### src/rtl/match_sequencer_if.sv
// Match sequencer bus: game-side inputs (frame pulse, button, scores, updater state) and the
// sequencer's registered control/status outputs.
//   frame_tick  one-clk pulse per vsync rising edge
//   btn         OR of all controller buttons, asynchronous level
//   p1_score    player 1 score from the game state updater
//   p2_score    player 2 score from the game state updater
//   play_state  updater state: 0 RESET, 1 PLAY_NEXT, 2 PLAY
//   upd_rst     reset request to the updater
//   upd_start   start request to the updater
//   phase       0 IDLE, 1 SERVE, 2 RALLY, 3 OVER
//   countdown   serve digit 3/2/1, else 0
//   winner      0 none, 1 player 1, 2 player 2, 3 draw
// master drives the game-side inputs; slave is the sequencer.
interface match_sequencer_if;
  logic       frame_tick;
  logic       btn;
  logic [7:0] p1_score;
  logic [7:0] p2_score;
  logic [1:0] play_state;
  logic       upd_rst;
  logic       upd_start;
  logic [2:0] phase;
  logic [1:0] countdown;
  logic [1:0] winner;

  modport master (
    output frame_tick, btn, p1_score, p2_score, play_state,
    input  upd_rst, upd_start, phase, countdown, winner
  );

  modport slave (
    input  frame_tick, btn, p1_score, p2_score, play_state,
    output upd_rst, upd_start, phase, countdown, winner
  );
endinterface

### src/rtl/match_sequencer.sv
// Match sequencer: walks a match through IDLE -> SERVE (3-2-1 countdown) -> RALLY -> OVER,
// issuing reset/start requests to the game state updater and reporting the winner.
// Ports:
//   clk   system clock, all logic on posedge
//   rst   synchronous, active-high reset
//   bus   match_sequencer_if.slave (see interface file for signal list)
// All outputs are registered; btn only reaches the logic through a 2-flop synchronizer.
module match_sequencer #(
  parameter int unsigned WIN_SCORE    = 7,
  parameter int unsigned SERVE_FRAMES = 60,
  parameter int unsigned OVER_FRAMES  = 300
) (
  input logic              clk,
  input logic              rst,
  match_sequencer_if.slave bus
);

  typedef enum logic [2:0] {
    StIdle  = 3'd0,
    StServe = 3'd1,
    StRally = 3'd2,
    StOver  = 3'd3
  } phase_e;

  localparam logic [8:0] ServeLast = 9'(SERVE_FRAMES - 1);
  localparam logic [8:0] OverLast  = 9'(OVER_FRAMES - 1);
  localparam logic [7:0] WinScore  = 8'(WIN_SCORE);

  phase_e     state_q;
  logic       upd_rst_q;
  logic       start_q;
  logic [1:0] countdown_q;
  logic [1:0] winner_q;
  logic [8:0] frame_cnt_q;
  logic [7:0] p1_last_q;
  logic [7:0] p2_last_q;
  logic       btn_s1_q;
  logic       btn_s2_q;
  logic       btn_s3_q;

  logic btn_edge;
  logic score_event;
  logic p1_wins;
  logic p2_wins;

  // btn_s3_q only remembers the previous synchronized level for edge detection.
  assign btn_edge    = btn_s2_q & ~btn_s3_q;
  assign score_event = (bus.p1_score != p1_last_q) || (bus.p2_score != p2_last_q);
  assign p1_wins     = bus.p1_score >= WinScore;
  assign p2_wins     = bus.p2_score >= WinScore;

  always_ff @(posedge clk) begin
    btn_s1_q  <= bus.btn;
    btn_s2_q  <= btn_s1_q;
    btn_s3_q  <= btn_s2_q;
    p1_last_q <= bus.p1_score;
    p2_last_q <= bus.p2_score;

    if (rst) begin
      state_q     <= StIdle;
      upd_rst_q   <= 1'b1;
      start_q     <= 1'b0;
      countdown_q <= 2'd0;
      winner_q    <= 2'd0;
      frame_cnt_q <= 9'd0;
      btn_s1_q    <= 1'b0;
      btn_s2_q    <= 1'b0;
      btn_s3_q    <= 1'b0;
    end else begin
      // A strobe ends after the cycle that carries the first frame_tick seen while high,
      // so the updater samples start=1 on exactly one vsync. Later assignments in the
      // case below (a new trigger) take precedence.
      if (start_q && bus.frame_tick) begin
        start_q <= 1'b0;
      end

      case (state_q)
        StIdle: begin
          upd_rst_q   <= 1'b1;
          countdown_q <= 2'd0;
          if (btn_edge) begin
            start_q     <= 1'b1;
            countdown_q <= 2'd3;
            frame_cnt_q <= 9'd0;
            upd_rst_q   <= 1'b0;
            state_q     <= StServe;
          end
        end

        StServe: begin
          upd_rst_q <= 1'b0;
          if (bus.frame_tick) begin
            if (frame_cnt_q == ServeLast) begin
              frame_cnt_q <= 9'd0;
              if (countdown_q == 2'd1) begin
                countdown_q <= 2'd0;
                start_q     <= 1'b1;
                state_q     <= StRally;
              end else begin
                countdown_q <= countdown_q - 2'd1;
              end
            end else begin
              frame_cnt_q <= frame_cnt_q + 9'd1;
            end
          end
        end

        StRally: begin
          if (score_event) begin
            frame_cnt_q <= 9'd0;
            if (p1_wins || p2_wins) begin
              winner_q <= {p2_wins, p1_wins};
              state_q  <= StOver;
            end else begin
              // Updater already sits in PLAY_NEXT; only the end-of-countdown strobe is due.
              countdown_q <= 2'd3;
              state_q     <= StServe;
            end
          end else if (bus.play_state == 2'd0) begin
            start_q   <= 1'b0;
            upd_rst_q <= 1'b1;
            state_q   <= StIdle;
          end
        end

        StOver: begin
          if (bus.frame_tick) begin
            if (frame_cnt_q == OverLast) begin
              frame_cnt_q <= 9'd0;
              winner_q    <= 2'd0;
              upd_rst_q   <= 1'b1;
              state_q     <= StIdle;
            end else begin
              frame_cnt_q <= frame_cnt_q + 9'd1;
            end
          end
        end

        default: begin
          upd_rst_q <= 1'b1;
          start_q   <= 1'b0;
          state_q   <= StIdle;
        end
      endcase
    end
  end

  assign bus.upd_rst   = upd_rst_q;
  assign bus.upd_start = start_q;
  assign bus.phase     = state_q;
  assign bus.countdown = countdown_q;
  assign bus.winner    = winner_q;

endmodule

### src/flat_wrapper.sv
// flat-port wrapper written by rule: the top's interface ports become plain ports
module match_sequencer_flat 
#(
  parameter int unsigned WIN_SCORE    = 7,
  parameter int unsigned SERVE_FRAMES = 60,
  parameter int unsigned OVER_FRAMES  = 300
)
  (clk, rst, bus_frame_tick, bus_btn, bus_p1_score, bus_p2_score, bus_play_state, bus_upd_rst, bus_upd_start, bus_phase, bus_countdown, bus_winner);
  match_sequencer_if bus_i ();
  input logic clk;
  input logic rst;
  input wire logic [$bits(bus_i.frame_tick)-1:0] bus_frame_tick;
  input wire logic [$bits(bus_i.btn)-1:0] bus_btn;
  input wire logic [$bits(bus_i.p1_score)-1:0] bus_p1_score;
  input wire logic [$bits(bus_i.p2_score)-1:0] bus_p2_score;
  input wire logic [$bits(bus_i.play_state)-1:0] bus_play_state;
  output wire logic [$bits(bus_i.upd_rst)-1:0] bus_upd_rst;
  output wire logic [$bits(bus_i.upd_start)-1:0] bus_upd_start;
  output wire logic [$bits(bus_i.phase)-1:0] bus_phase;
  output wire logic [$bits(bus_i.countdown)-1:0] bus_countdown;
  output wire logic [$bits(bus_i.winner)-1:0] bus_winner;
  assign bus_i.frame_tick = bus_frame_tick;
  assign bus_i.btn = bus_btn;
  assign bus_i.p1_score = bus_p1_score;
  assign bus_i.p2_score = bus_p2_score;
  assign bus_i.play_state = bus_play_state;
  assign bus_upd_rst = bus_i.upd_rst;
  assign bus_upd_start = bus_i.upd_start;
  assign bus_phase = bus_i.phase;
  assign bus_countdown = bus_i.countdown;
  assign bus_winner = bus_i.winner;
  match_sequencer #(.WIN_SCORE(WIN_SCORE), .SERVE_FRAMES(SERVE_FRAMES), .OVER_FRAMES(OVER_FRAMES)) u_core (.clk(clk), .rst(rst), .bus(bus_i));
endmodule
### config.mk
export PLATFORM = sky130hd
export DESIGN_NAME = match_sequencer_flat
export DESIGN_NICKNAME = d
export VERILOG_FILES = /design/src/rtl/match_sequencer_if.sv /design/src/rtl/match_sequencer.sv /design/src/flat_wrapper.sv
export SDC_FILE = /design/constraint.sdc
export NUM_CORES = 1
export LEC_CHECK = 0
export CORE_MARGIN = 5
export CORE_UTILIZATION = 47
export DETAILED_ROUTE_END_ITERATION = 10
export PLACE_DENSITY = 0.72
export SLEW_MARGIN = 20
export SYNTH_ARGS = -nofsm -noshare
export SYNTH_HDL_FRONTEND = slang
export SYNTH_SLANG_ARGS = --single-unit
export TNS_END_PERCENT = 50
### constraint.sdc
create_clock -name clk -period 3.5 [get_ports clk]
set_clock_uncertainty 0.2 [all_clocks]
set_input_delay 1.05 -clock clk [delete_from_list [all_inputs] [get_ports clk]]
set_output_delay 1.05 -clock clk [all_outputs]
set_load 0.02 [all_outputs]
# == After elaboration in Yosys (flattened, before gate mapping) ==
# Cells that the tools add are included.
# classes
add_sub_neg,2
mul,0
n_div,0
n_lt_le_gt_ge,2
eq_ne,20
shifts,0
muxes,43
bitwise_logic,2
reduce_logical,13
# ops
op,n
9-bit 2-to-1 mux,6
9-bit one-hot mux with 4 select lines,1
3-bit 2-to-1 mux,8
2-bit 2-to-1 mux,11
8-bit by 3-bit >= comparator with 1-bit output (second input constant),2
8-bit != test,2
5-bit AND reduction,3
2-bit by 1-bit != test with 1-bit output (second input constant),7
1-bit 2-to-1 mux,12
3-bit one-hot mux with 4 select lines,1
9-bit by 1-bit adder with 9-bit output (second input constant),1
9-bit by 6-bit equality test with 1-bit output (second input constant),1
9-bit equality test (second input constant),1
2-bit != test (second input constant),4
1-bit one-hot mux with 4 select lines,2
7-bit AND reduction,1
3-bit by 2-bit equality test with 1-bit output (second input constant),2
2-bit one-hot mux with 3 select lines,1
2-bit one-hot mux with 2 select lines,1
4-bit AND reduction,1
4-bit nonzero test,1
3-bit by 1-bit equality test with 1-bit output (second input constant),1
3-bit logical NOT,1
3-bit by 1-bit != test with 1-bit output (second input constant),1
other kinds (9),10
# totals
reg_bits,37
latchBits,0
ram_bits,0
romBits,0
word_cells,93
memories,0

# == Logic depth before layout (Yosys ltp) ==
# depth
ltp_word,6
ltp_mapped,9
depth_no_buf,8

# == Worst setup path before layout ==
# OpenSTA, ideal clock, no wires.
# synth_path
kind,input-to-reg
start,in bus_p1_score[4]
end,"reg u_core.countdown_q[0], in the netlist u_core.bus.countdown[0]"
arrival_ps,2570
t_required_ps,3179
path_slack_ps,609
cell_stages,6
n_path_buf,0
cell_sequence,or4_1 -> a311oi_1 -> and2_1 -> a31oi_1 -> a21oi_1 -> mux2_2
# synth_between
elab_chain_cells,4
# synth_lines
element,line,text
from (decl),flat_wrapper.sv:14,input wire logic [$bits(bus_i.p1_score)-1:0] bus_p1_score;
8-bit by 3-bit >= comparator with 1-bit output / 8-bit != test (equally long branches),"match_sequencer.sv:49, match_sequencer.sv:48",
1-bit logical OR (on tied branches),"match_sequencer.sv:111, match_sequencer.sv:48",
2-bit != test (no line) / 2-bit by 1-bit != test with 1-bit output (equally long branches),-,
5-bit AND reduction (no line) *,-,
to (signal assigned),match_sequencer.sv:100,countdown_q <= countdown_q - 2'd1;
to (decl),match_sequencer.sv:32,logic [1:0] countdown_q;
# Mark *: on every way between the ends. The rest lies on a longest branch, timed or not.
# A chain may end at the register's enable or synchronous reset.

# == Worst setup path after layout ==
# Ends and elaborated chain as after synthesis.

==> out/summary.md <==
The run finished with clean final reports. Proportion of netlist area held by the largest area contributor: 0.411. The clock-pin slew on the worst setup and hold paths was 70 ps. The final layout contains 251 nets. Sorting the synthesized cells by area gives the leading types as sky130_fd_sc_hd__dfxtp_1, sky130_fd_sc_hd__xor2_1, sky130_fd_sc_hd__ha_1. The slowest stage of the critical path belongs to the cell sky130_fd_sc_hd__or4_1. TritonCTS built the clock tree.

In this run, synthesis inferred 0 flip-flops with an integrated enable. The HPWL after detailed placement is 3.07 mm. For this design the static power due to leakage is 0.801 nW.

A synthesized cell averages 9.34 um2. The highest achievable clock rate was 0.307 GHz. From bottom edge to top edge, the die measures 71.1 um. When the netlist entered floorplanning its net count stood at 216. The antenna diode instance count is 0, and the final global-route overflow total is 0. The total number of yosys warnings was 0. The arrival time at the worst endpoint is 3230 ps, and the number of levels the H-tree was split into is 2. The tools report the post-CTS resize count as 0. The final layout contains routed wiring with a total length of 3.91 mm. For the final RePlAce weighted congestion, the log shows 0.864. The total power per unit cell area was 558 nW/um2; the number of distinct standard cells referenced by the synthesized netlist was 47.

The initial core utilization was 0.483. The tools report the type of element launching the critical path as an input port. The tools report the final count of hold timing violations as 0. For the finished layout, the period the worst path requires is 3260 ps.

The tools report the number of buffers added by the clock tree synthesis step as 5. The ratio of routed vias to standard cells was 5.49; the row count was 22. The x dimension of the die was 71.1 um. Data on the critical path is required at its endpoint by 3480 ps. The async set-or-reset flop fraction in the synthesized netlist was 0; the final antenna-violating net count was 0. The tree is rooted in a sky130_fd_sc_hd__clkbuf_8.

Buffers added to address setup during post-CTS repair amount to 0. The area of the placeable core was 3630 um2; the deepest clock path buffer count was 2. The tools report the setup TNS as 0 ps. Of all nets on the critical path, the largest fanout is 2. The initial antenna violation count came out at 0. STA classifies the critical path endpoint as a flop.

The tools report the register area share after synthesis as 0.411. The wire length of the first global-routing pass is 6.69 mm, and the count of placed standard cells including taps is 264. Most common flop cell mapped by yosys: sky130_fd_sc_hd__dfxtp_1. The fraction of the cycle the final worst path needs works out to 0.931. The worst hold path belongs to the class flop to flop. The first routing iteration left 98 violations. The measured slew at the worst slew-check pin is 758 ps.

The worst setup path is of the input port to flop kind. Minimum setup slack in the final design: 242 ps. The area growth from synthesis to layout came out at 26.7%. Top cell type by total area after synthesis: sky130_fd_sc_hd__dfxtp_1. The setup slack after placement is -45.6 ps, and the overall global routing resource usage is 0.165. The number of iterations in the first detailed-routing pass was 4. The filler cells instantiated in the layout total 318. The fraction of final layout cells sized beyond drive strength 1 was 0.0938; the routed wire length per instance was 14.4 um. In the routed design, unresolved DRC markers number 0. Counting every sink on the clock net gives 36.

The run gives 1499 as the via count of the first global-routing pass. Max-cap check violation count: 0. The number of pins with negative max-slew slack in the final report is 0, and the maximum vdd ir drop is 0.000315 V.

The synthesized design contains 36 register bits. The count of endpoints failing setup in the final report is 0, and the die area is 5060 um2. For this design, the CTS-stage hold fixing added 0 buffers. The run gives 1494 as the count of vias placed by the detailed router.

Count of boundary I/O pins: 31. The count of cells in the finished layout, fillers not included, comes to 272. Setup repair after global routing left no endpoint under its margin. On the worst path, the slowest cell contributes a delay of 540 ps. The max-slew headroom at the worst pin was 0.495.

The synthesized netlist occupies a cell area of 1760 um2. Entering global routing, the biggest net connects 17 pins. The count of buffers added on input and output ports is 29. The critical path goes through clkdlybuf4s50_1 -> or4_1 -> a311oi_1 -> and2_1 -> a31oi_1 -> a21oi_1 -> mux2_2. The post-synthesis cell count came out at 188. Clock latency on the worst-skew pair, taken at its later pin, is 290 ps.
area by class of cell:
| class | count | area [um2] | share of cell area |
|---|---|---|---|
| multi-input combinational | 138 | 977 | 0.440 |
| sequential | 36 | 721 | 0.324 |
| timing repair buffer | 34 | 328 | 0.147 |
| clock buffer | 6 | 72.6 | 0.0326 |
| tap | 48 | 60.1 | 0.0270 |
| clock inverter | 2 | 35.0 | 0.0158 |
| inverter | 8 | 30.0 | 0.0135 |
layout by cell type, fill, tap and decap left out, types with 4 or more instances in the layout:
cell type,count
sky130_fd_sc_hd__a211o_1,4
sky130_fd_sc_hd__a21oi_1,7
sky130_fd_sc_hd__buf_4,5
sky130_fd_sc_hd__clkbuf_8,5
sky130_fd_sc_hd__clkdlybuf4s50_1,29
sky130_fd_sc_hd__dfxtp_1,36
sky130_fd_sc_hd__ha_1,6
sky130_fd_sc_hd__inv_1,8
sky130_fd_sc_hd__nand2_1,11
sky130_fd_sc_hd__nand3_1,6
sky130_fd_sc_hd__nor2_1,13
sky130_fd_sc_hd__nor2b_1,7
sky130_fd_sc_hd__nor3_1,4
sky130_fd_sc_hd__nor3b_1,4
sky130_fd_sc_hd__nor4_1,4
sky130_fd_sc_hd__o21ai_0,4
sky130_fd_sc_hd__or3_1,5
sky130_fd_sc_hd__or4_1,5
sky130_fd_sc_hd__xor2_1,16
per-stage QoR:
step / hold WS (ps) / instance area [um2] / total power (W) / utilization
detailed placement: 238 / 2120 / 0.000887 / 0.582
floorplan: 214 / 1760 / 0.000749 / -
CTS: 257 / 2220 / 0.00125 / 0.612
global route: 284 / 2220 / 0.00132 / 0.612
global placement: 219 / 2120 / 0.000871 / 0.582
finish: 246 / 2220 / 0.00124 / 0.612
worst paths after layout:
path | startpoint | end | slack, ps | cells after the start
worst max-delay path | bus_p1_score[4] | u_core.bus.countdown[0]$_SDFFE_PP0P_ | 240 | 7
worst min-delay path | u_core.btn_s1_q$_SDFF_PP0_ | u_core.btn_s2_q$_SDFF_PP0_ | 250 | 1
worst max register to register | u_core.bus.phase[1]$_SDFFE_PP0P_ | u_core.frame_cnt_q[2]$_SDFFE_PP0P_ | 840 | 7
worst min register to register | u_core.btn_s1_q$_SDFF_PP0_ | u_core.btn_s2_q$_SDFF_PP0_ | 250 | 1
cells in the mapped netlist (2+ instances only):
library cell / count
sky130_fd_sc_hd__nor2_1: 13
sky130_fd_sc_hd__nor2b_1: 7
sky130_fd_sc_hd__nor4_1: 4
sky130_fd_sc_hd__or3_1: 5
sky130_fd_sc_hd__a31oi_1: 3
sky130_fd_sc_hd__and2_1: 2
sky130_fd_sc_hd__o21ai_0: 4
sky130_fd_sc_hd__ha_1: 6
sky130_fd_sc_hd__a21boi_0: 2
sky130_fd_sc_hd__nand3_1: 6
sky130_fd_sc_hd__inv_1: 8
sky130_fd_sc_hd__o41ai_1: 3
sky130_fd_sc_hd__nand2b_1: 2
sky130_fd_sc_hd__a21oi_1: 7
sky130_fd_sc_hd__clkbuf_1: 4
sky130_fd_sc_hd__a311oi_1: 3
sky130_fd_sc_hd__dfxtp_1: 36
sky130_fd_sc_hd__nor3b_1: 4
sky130_fd_sc_hd__xor2_1: 16
sky130_fd_sc_hd__a211o_1: 4
sky130_fd_sc_hd__o2111a_1: 2
sky130_fd_sc_hd__or4_1: 5
sky130_fd_sc_hd__mux2_2: 3
sky130_fd_sc_hd__mux2i_1: 2
sky130_fd_sc_hd__nor3_1: 4
sky130_fd_sc_hd__nand3b_1: 2
sky130_fd_sc_hd__nand2_1: 11
sequential cells by signal (all words and copies together), names as in the netlist:
name                  count
u_core.bus.upd_rst        1
u_core.bus.upd_start      1
u_core.bus.phase          2
u_core.btn_s3_q           1
u_core.p1_last_q          8
u_core.bus.countdown      2
u_core.bus.winner         2
u_core.frame_cnt_q        9
u_core.btn_s2_q           1
u_core.p2_last_q          8
u_core.btn_s1_q           1
metal layers:
layer	GRT usage	share of wire	vias up
met4	0.0522	0.019	0
met5	0	0	-
met2	0.289	0.51	29
li1	-	-	756
met3	0.0497	0.043	9
met1	0.192	0.43	700
cell families after synthesis:
family                     after synthesis  synth area share
AOI/OAI and AO/OA                       38             0.168
xor gates and xnor gates                16            0.0798
adders and majority gates                6            0.0428
buffers and inverters                   14            0.0328
DFF                                     36             0.411
muxes                                    5            0.0306
other                                    1           0.00214
and+or+nand+nor                         72             0.234
power by group:
part	internal, W	switching (W)
Clock	0.000211	0.000146
Combinational	0.000181	0.000234
Sequential	0.000445	0.0000236
Total	0.000837	0.000404
critical path: cells and delay by family:
kind / cells / cell delay [ps]
simple gates: 2 / 730
compound gates: 3 / 650
buf+inv: 1 / 430
mux: 1 / 380
(Power assumes the default switching activity.)
